`src/rtl/mc_controller.sv`:
```
// Multicycle ARM-subset control FSM: state sequencing, datapath selects, condition and flag tracking.
// Optional macro MC_MEM_READY_EN replaces the MEM_LAT wait counter with a mem_ready handshake.
module mc_controller #(
    parameter int MEM_LAT  = 0,
    parameter int ALUCTL_W = 4
) (
    input  logic                clk,
    input  logic                reset,
    input  logic [31:12]        Instr,
    input  logic [3:0]          ALUFlags,
`ifdef MC_MEM_READY_EN
    input  logic                mem_ready,
`endif
    output logic                PCWrite,
    output logic                IRWrite,
    output logic                RegWrite,
    output logic                MemWrite,
    output logic                AdrSrc,
    output logic                ALUSrcA,
    output logic [1:0]          RegSrc,
    output logic [1:0]          ALUSrcB,
    output logic [1:0]          ResultSrc,
    output logic [1:0]          ImmSrc,
    output logic [ALUCTL_W-1:0] ALUControl,
    output logic [3:0]          State
);

    typedef enum logic [3:0] {
        FETCH  = 4'd0, DECODE = 4'd1, MEMADR = 4'd2, MEMRD = 4'd3, MEMWB  = 4'd4,
        MEMWR  = 4'd5, EXECR  = 4'd6, EXECI  = 4'd7, ALUWB = 4'd8, BRANCH = 4'd9
    } state_t;

    state_t     state;
    logic [3:0] flags;
    logic       condexr;
    logic       last;
    logic       wait_state;
    logic [1:0] op;
    logic [3:0] funct;
    logic [2:0] alu_op;
    logic       op_known;
    logic       arith;
    logic       nowrite;
    logic       nextpc, branch, regw, memw, irw, regwrite_i;
    logic       unused_instr;

    assign op           = Instr[27:26];
    assign funct        = Instr[24:21];
    assign unused_instr = ^Instr[19:16];
    assign wait_state   = (state == FETCH) || (state == MEMRD) || (state == MEMWR);
    assign State        = state;

`ifdef MC_MEM_READY_EN
    assign last = mem_ready;
`else
    logic [2:0] waitcnt;
    assign last = (waitcnt == 3'(MEM_LAT));
`endif

    function automatic logic cond_true(input logic [3:0] c, input logic [3:0] f);
        logic n, z, cy, v;
        {n, z, cy, v} = f;
        case (c)
            4'h0: cond_true = z;
            4'h1: cond_true = ~z;
            4'h2: cond_true = cy;
            4'h3: cond_true = ~cy;
            4'h4: cond_true = n;
            4'h5: cond_true = ~n;
            4'h6: cond_true = v;
            4'h7: cond_true = ~v;
            4'h8: cond_true = cy & ~z;
            4'h9: cond_true = ~cy | z;
            4'hA: cond_true = (n == v);
            4'hB: cond_true = (n != v);
            4'hC: cond_true = ~z & (n == v);
            4'hD: cond_true = z | (n != v);
            4'hE: cond_true = 1'b1;
            default: cond_true = 1'b0;
        endcase
    endfunction

    // Unrecognised data-processing codes fall back to ADD with no register or flag write.
    always_comb begin
        alu_op   = 3'd0;
        op_known = 1'b1;
        arith    = 1'b0;
        case (funct)
            4'b0100:          arith = 1'b1;
            4'b0010, 4'b1010: begin alu_op = 3'd1; arith = 1'b1; end
            4'b0000, 4'b1000: alu_op = 3'd2;
            4'b1100:          alu_op = 3'd3;
            4'b0001:          if (ALUCTL_W == 4) alu_op = 3'd4; else op_known = 1'b0;
            4'b1101:          if (ALUCTL_W == 4) alu_op = 3'd5; else op_known = 1'b0;
            default:          op_known = 1'b0;
        endcase
    end

    always_ff @(posedge clk) begin
        if (reset) begin
            state   <= FETCH;
            flags   <= 4'b0000;
            condexr <= 1'b0;
`ifndef MC_MEM_READY_EN
            waitcnt <= 3'd0;
`endif
        end else begin
`ifndef MC_MEM_READY_EN
            waitcnt <= (wait_state && !last) ? waitcnt + 3'd1 : 3'd0;
`endif
            case (state)
                FETCH:  if (last) state <= DECODE;
                DECODE: begin
                    condexr <= cond_true(Instr[31:28], flags);
                    case (op)
                        2'b01:   state <= MEMADR;
                        2'b00:   state <= Instr[25] ? EXECI : EXECR;
                        2'b10:   state <= BRANCH;
                        default: state <= FETCH;
                    endcase
                end
                MEMADR: state <= Instr[20] ? MEMRD : MEMWR;
                MEMRD:  if (last) state <= MEMWB;
                MEMWR:  if (last) state <= FETCH;
                EXECR, EXECI: state <= ALUWB;
                ALUWB: begin
                    state <= FETCH;
                    if (condexr && Instr[20] && op_known) begin
                        flags[3:2] <= ALUFlags[3:2];
                        if (arith) flags[1:0] <= ALUFlags[1:0];
                    end
                end
                default: state <= FETCH;
            endcase
        end
    end

    always_comb begin
        nextpc    = 1'b0;
        branch    = 1'b0;
        regw      = 1'b0;
        memw      = 1'b0;
        irw       = 1'b0;
        AdrSrc    = 1'b0;
        ALUSrcA   = 1'b0;
        ALUSrcB   = 2'b00;
        ResultSrc = 2'b00;
        case (state)
            FETCH: begin
                ALUSrcA = 1'b1; ALUSrcB = 2'b10; ResultSrc = 2'b10;
                irw = last; nextpc = last;
            end
            DECODE:        begin ALUSrcA = 1'b1; ALUSrcB = 2'b10; ResultSrc = 2'b10; end
            MEMADR, EXECI: ALUSrcB = 2'b01;
            MEMRD:         AdrSrc = 1'b1;
            MEMWR:         begin AdrSrc = 1'b1; memw = last; end
            MEMWB:         begin ResultSrc = 2'b01; regw = 1'b1; end
            ALUWB:         regw = op_known;
            BRANCH:        begin ALUSrcB = 2'b01; ResultSrc = 2'b10; branch = 1'b1; end
            default:       ;
        endcase
    end

    assign nowrite    = (op == 2'b00) && (funct == 4'b1010 || funct == 4'b1000);
    assign regwrite_i = regw & condexr & ~nowrite;
    // Write strobes are forced low while reset is held so nothing commits mid-reset.
    assign RegWrite   = ~reset & regwrite_i;
    assign MemWrite   = ~reset & memw & condexr;
    assign IRWrite    = ~reset & irw;
    assign PCWrite    = ~reset & (nextpc | (branch & condexr) |
                                  (regwrite_i & (Instr[15:12] == 4'hF)));
    assign ImmSrc     = op;
    assign RegSrc     = {op == 2'b01, op == 2'b10};
    assign ALUControl = (state == EXECR || state == EXECI || state == ALUWB) ?
                        ALUCTL_W'(alu_op) : '0;

endmodule

```
`config.mk`:
```
export PLATFORM = sky130hd
export DESIGN_NAME = mc_controller
export DESIGN_NICKNAME = d
export VERILOG_FILES = /design/src/rtl/mc_controller.sv
export SDC_FILE = /design/constraint.sdc
export NUM_CORES = 1
export LEC_CHECK = 0
export BUFFER_PORTS_ARGS = -buffer_cell sky130_fd_sc_hd__buf_4
export CAP_MARGIN = 5
export CORE_ASPECT_RATIO = 0.5
export CORE_MARGIN = 3
export CORE_UTILIZATION = 26
export CTS_BUF_LIST = sky130_fd_sc_hd__clkbuf_16
export DETAILED_ROUTE_END_ITERATION = 12
export SKIP_CTS_REPAIR_TIMING = 1
export SLEW_MARGIN = 20
export SYNTH_ARGS = -nofsm -noshare
export SYNTH_HDL_FRONTEND = slang
export SYNTH_SLANG_ARGS = --single-unit
```
`constraint.sdc`:
```
create_clock -name clk -period 1.6 [get_ports clk]
set_clock_uncertainty 0.15 [all_clocks]
set_input_delay 0.08 -clock clk [delete_from_list [all_inputs] [get_ports clk]]
set_output_delay 0.08 -clock clk [all_outputs]
set_load 0.02 [all_outputs]
```
### After elaboration in Yosys (flattened, before gate mapping)

Index checks and enable logic that the tools add are counted.

| storage, ports and cells | value |
|---|---|
| bits of input ports | 26 |
| register bits after elaboration | 12 |
| logic and storage cells | 114 |

| operators by class | value |
|---|---|
| multiplexer cells | 20 |
| add/sub/neg operators | 1 |
| reductions and logical operators | 28 |
| equality and inequality tests | 38 |
| bitwise logic cells | 22 |

Operators by type and width:

| operator | count |
|---|---|
| equality test 4 bit (second input constant) | 14 |
| equality test 4 x 3 -> 1 bit (second input constant) | 9 |
| case mux 4 bit (6 select lines) | 1 |
| equality test 4 x 2 -> 1 bit (second input constant) | 5 |
| case mux 1 bit (15 select lines) | 1 |
| case mux 3 bit (5 select lines) | 1 |
| equality test 4 x 1 -> 1 bit (second input constant) | 3 |
| logical NOT 4 bit | 3 |
| 2-to-1 mux 4 bit | 3 |
| case mux 4 bit (3 select lines) | 1 |
| OR reduction 2 bit | 6 |
| bitwise AND 1 bit | 11 |
| OR reduction 3 bit | 3 |
| 2-to-1 mux 1 bit | 8 |
| case mux 2 bit (2 select lines) | 2 |
| OR reduction 8 bit | 1 |
| NOT 1 bit | 7 |
| 2-to-1 mux 3 bit | 2 |
| != test 2 bit (second input constant) | 3 |
| AND reduction 3 bit | 2 |
| logical OR 1 bit | 5 |
| logical AND 1 bit | 4 |
| OR 1 bit | 4 |
| adder 3 x 1 -> 3 bit (second input constant) | 1 |
| other kinds (9) | 9 |

### Longest topological paths before layout

| depth | value |
|---|---|
| depth after elaboration | 9 |
| depth in mapped cells | 6 |
| mapped depth without buffers | 6 |

### Worst setup path after synthesis

Ideal clock, no wire load.

| timing path | value |
|---|---|
| path kind | register to output |
| start point | register state[3] (netlist: State[3]) |
| end point | output port ALUControl[1] |
| data required time | 1.370 ns |
| arrival time | 2.258 ns |
| path slack | -0.888 ns |
| cell stages (with the launch flop) | 4 |
| path buffers | 0 |
| cells stage by stage | dfxtp_1 -> or4b_4 -> o21a_1 -> a2111oi_0 |

| between the ends | value |
|---|---|
| cells in the longest elaborated chain, start to end | 4 |
| elaborated cells on any way between the ends | 6 |

RTL lines:

| element | line | RTL |
|---|---|---|
| start: declaration | 33 | `state_t state;` |
| start signal: assignment | 117 | `2'b00: state <= Instr[25] ? EXECI : EXECR;` |
| start signal: assignment | 122 | `MEMADR: state <= Instr[20] ? MEMRD : MEMWR;` |
| equality test 4 x 3 -> 1 bit | 174 | `assign ALUControl = (state == EXECR \|\| state == EXECI \|\| state == ALUWB) ?` |
| logical OR 1 bit | 174 |  |
| logical OR 1 bit * | 174 |  |
| 2-to-1 mux 3 bit * | 174 |  |
| end: declaration | 24 | `output logic [ALUCTL_W-1:0] ALUControl,` |

Every way passes the cells marked *; elsewhere a longest branch is shown, timed or not.

### Worst setup path after layout

| timing path | value |
|---|---|
| start point | register state[2] (netlist: State[2]) |
| end point | output port ALUControl[2] |

Same word-level chain as after synthesis.

==> flow_summary.toml <==
[yosys]
synth_cell_types = 46
synthCells = 140
seq_area_frac_synth_pct = 22.5
synth_ff_type = "dfxtp_1"
synth_area_per_cell_um2 = 7.62
synth.net_count = 168
yosysTopAreaCell = "dfxtp_1"
async_flop_share_pct = 0
netlist_area_um2 = 1070
ys_seq_elements = 12
synth_edf_count = 0
ys_warn_count = 0
synthTopCellsByCount = "13 x nor2_1, 12 x dfxtp_1, 9 x nand2b_1"
ys_top_cells_by_area = "dfxtp_1 23%, mux2i_1 5.6%, nand2b_1 5.3%"
synth_top_area_share_pct = 22.5
synth.most_common_cell = "nor2_1"

[timing]
min_period_ns = 1.93
finalCritPeriodShare_pct = 121
setup_slack_ns = -0.331
worst_pin_slew_ns = 0.533
fmax_mhz = 518
finalHoldViolations = 1
whs_ns = -0.0477
report.final.slew_viol_count = 0
rsz0062_at_grt = "yes"
setup_viol = 15
finalSetupTns_ns = -2.61
slew_headroom_pct = 64.4

[setup_path]
critPathTopFamily = "simple AND/OR/NAND/NOR gates"
critPathKind = "reg2out"
critical_path_buf_inv_count = 1
rrSetupSlack_ns = -0.25
crit_path_top_delay_cell = "or4b_4"
cp-end-kind = "output pin"
cp_slowest_stage_delay_ns = 0.55
crit_arrival_ns = 1.70
crit_path_max_fanout = 3
crit_chain = "or4b_4, o21a_4, nor4b_4, buf_4"
cp_data_required_time_ns = 1.37
critPathLaunchType = "flop"

[placed_design]
numPortBuffers = 42
place_congestion = 0.816
dpl.hpwl_um = 2390
dp_cells = 236

[finish]
fillers = 352
multi_input_area_um2 = 913
area_growth_pct = 75.1
seqCellArea_um2 = 248
drive_gt1_share_pct = 49.7
nets = 228
fin_cells = 250
diodes = 0

[routing]
antenna_left = 0
routedWlPerCell_um = 13.2
drc = 0
wirelength_um = 3310
drtIter0Drc = 65
dr.pass1.iters = 4
vias = 1254
avgViaCountPerCell = 5.02

[global_routing]
first_global_vias = 1090
gr-total-overflow = 0
antenna_found_initial = 0
grt_pass1_wl_um = 5350
grt_usage_pct = 13.3
grt_max_degree = 17

[floorplanning]
start_util_pct = 29.0
dieArea_um2 = 4960
io_pins = 48
rows = 15
die_x_um = 96.6
core_um2 = 3680
die_height_um = 51.3

[clock_tree]
htree_levels = 1
worst_skew_pair.late_latency_ns = 0.24
clockBufferDepth = 2
cts_buffers = 3
cts_tree = "done"
cts_sinks = 12
cts.reportedPaths.clkPinSlew_ns = 0.05
cts-root-buf = "clkbuf_16"

[hold_path]
hold_class = "in2reg"

[status]
violations = "hold timing, setup timing"
status = "finished, violations left"

[pwr]
p_int_uw = 839
power_density_nw_per_um2 = 639
p_leak_nw = 0.752
combPwrFrac_pct = 34.7
p_total_mw = 1.19
power_frac_clock_pct = 38.9
pwr-share-seq_pct = 26.4
swShare_pct = 29.7
switching_power_uw = 355
ir_worst_vdd_v = 0.000288

[run]
max_cap_violations = 0
[metrics by stage]
step	cell area, um2	hold slack, ns	util, %	worst slack, ns
6_report	1870	-0.0477	50.8	-0.331
5_1_grt	1870	0.00626	50.8	-0.382
4_1_cts	1670	-0.0714	45.5	-0.414
3_5_place_dp	1600	0.182	43.4	-0.180
3_3_place_gp	1600	0.172	43.4	-0.147
2_1_floorplan	1170	0.0362	-	-0.189
[area by class of cell]
type                    count  share of cell area (%)
well taps                  51                    3.41
repair buffers             66                    28.6
clock buffers               3                    4.02
multi-input cells         109                    48.9
flip-flops and latches     12                    13.3
clock inverters             1                   0.201
inverters                   8                    1.61
[state kept, by name, indices dropped and copies added, names as in the netlist]
name	flops
State	4
condexr	1
flags	4
waitcnt	3
[metal layers]
metal	track usage, %	share of wire [%]	wire [um]	up-vias
met1	19.1	47	1560	577
met3	3.95	7.0	233	4
met5	0	0	0	-
met4	5.59	1.4	45	0
met2	18.2	44	1460	45
li1	-	-	-	628
[cells in the final DEF, fill, tap and decap left out, drive strengths merged, types with 2 or more instances in the layout]
master / Yosys / routed
buf: 5 / 61
nor2: 13 / 13
dfxtp: 12 / 12
nand2b: 9 / 9
a21oi: 8 / 8
inv: 8 / 8
o21ai: 7 / 7
nor3: 7 / 7
mux2i: 6 / 6
dlygate4sd3: 0 / 5
nand2: 5 / 5
nand3b: 4 / 4
nor2b: 4 / 4
xor2: 4 / 4
or3b: 4 / 4
a31oi: 3 / 3
xnor2: 3 / 3
clkbuf: 6 / 3
o21a: 3 / 3
a2111oi: 2 / 2
o31ai: 2 / 2
nor4b: 2 / 2
nand4: 2 / 2
nand3: 2 / 2
ha: 2 / 2
[worst reg2reg max path, stage by stage (launching register included)]
cell,delay [ns]
dfxtp_2,0.31
or4b_4,0.55
buf_4,0.17
a2111o_1,0.34
mux2i_1,0.16
nor2_1,0.05
[logic make-up after synthesis]
family                     count (synthesis)  share of synthesized area, %
buffers and inverters                     19                          7.85
other                                      1                         0.351
DFF                                       12                          22.5
and+or+nand+nor                           58                          31.9
muxes                                      6                          5.63
AOI/OAI and AO/OA                         35                          23.7
xor gates and xnor gates                   7                          5.74
adders and majority gates                  2                          2.34
[power groups by stage]
stage | Sequential, mW | Combinational [mW] | Clock [mW]
detailed placement | 0.319 | 0.362 | 0
finish | 0.315 | 0.414 | 0.464
global route | 0.316 | 0.449 | 0.486
CTS | 0.314 | 0.363 | 0.474
floorplan | 0.332 | 0.195 | 0
global placement | 0.319 | 0.362 | 0
[worst paths after layout]
check,endpoint,from,cells after the start
worst max-delay path,ALUControl[2],State[2],4
worst min-delay path,flags[2],ALUFlags[2],3
worst max register to register,flags[1],State[2],5
worst min register to register,waitcnt[0],waitcnt[0],2
Note: power is estimated with default switching activity, not from simulation.
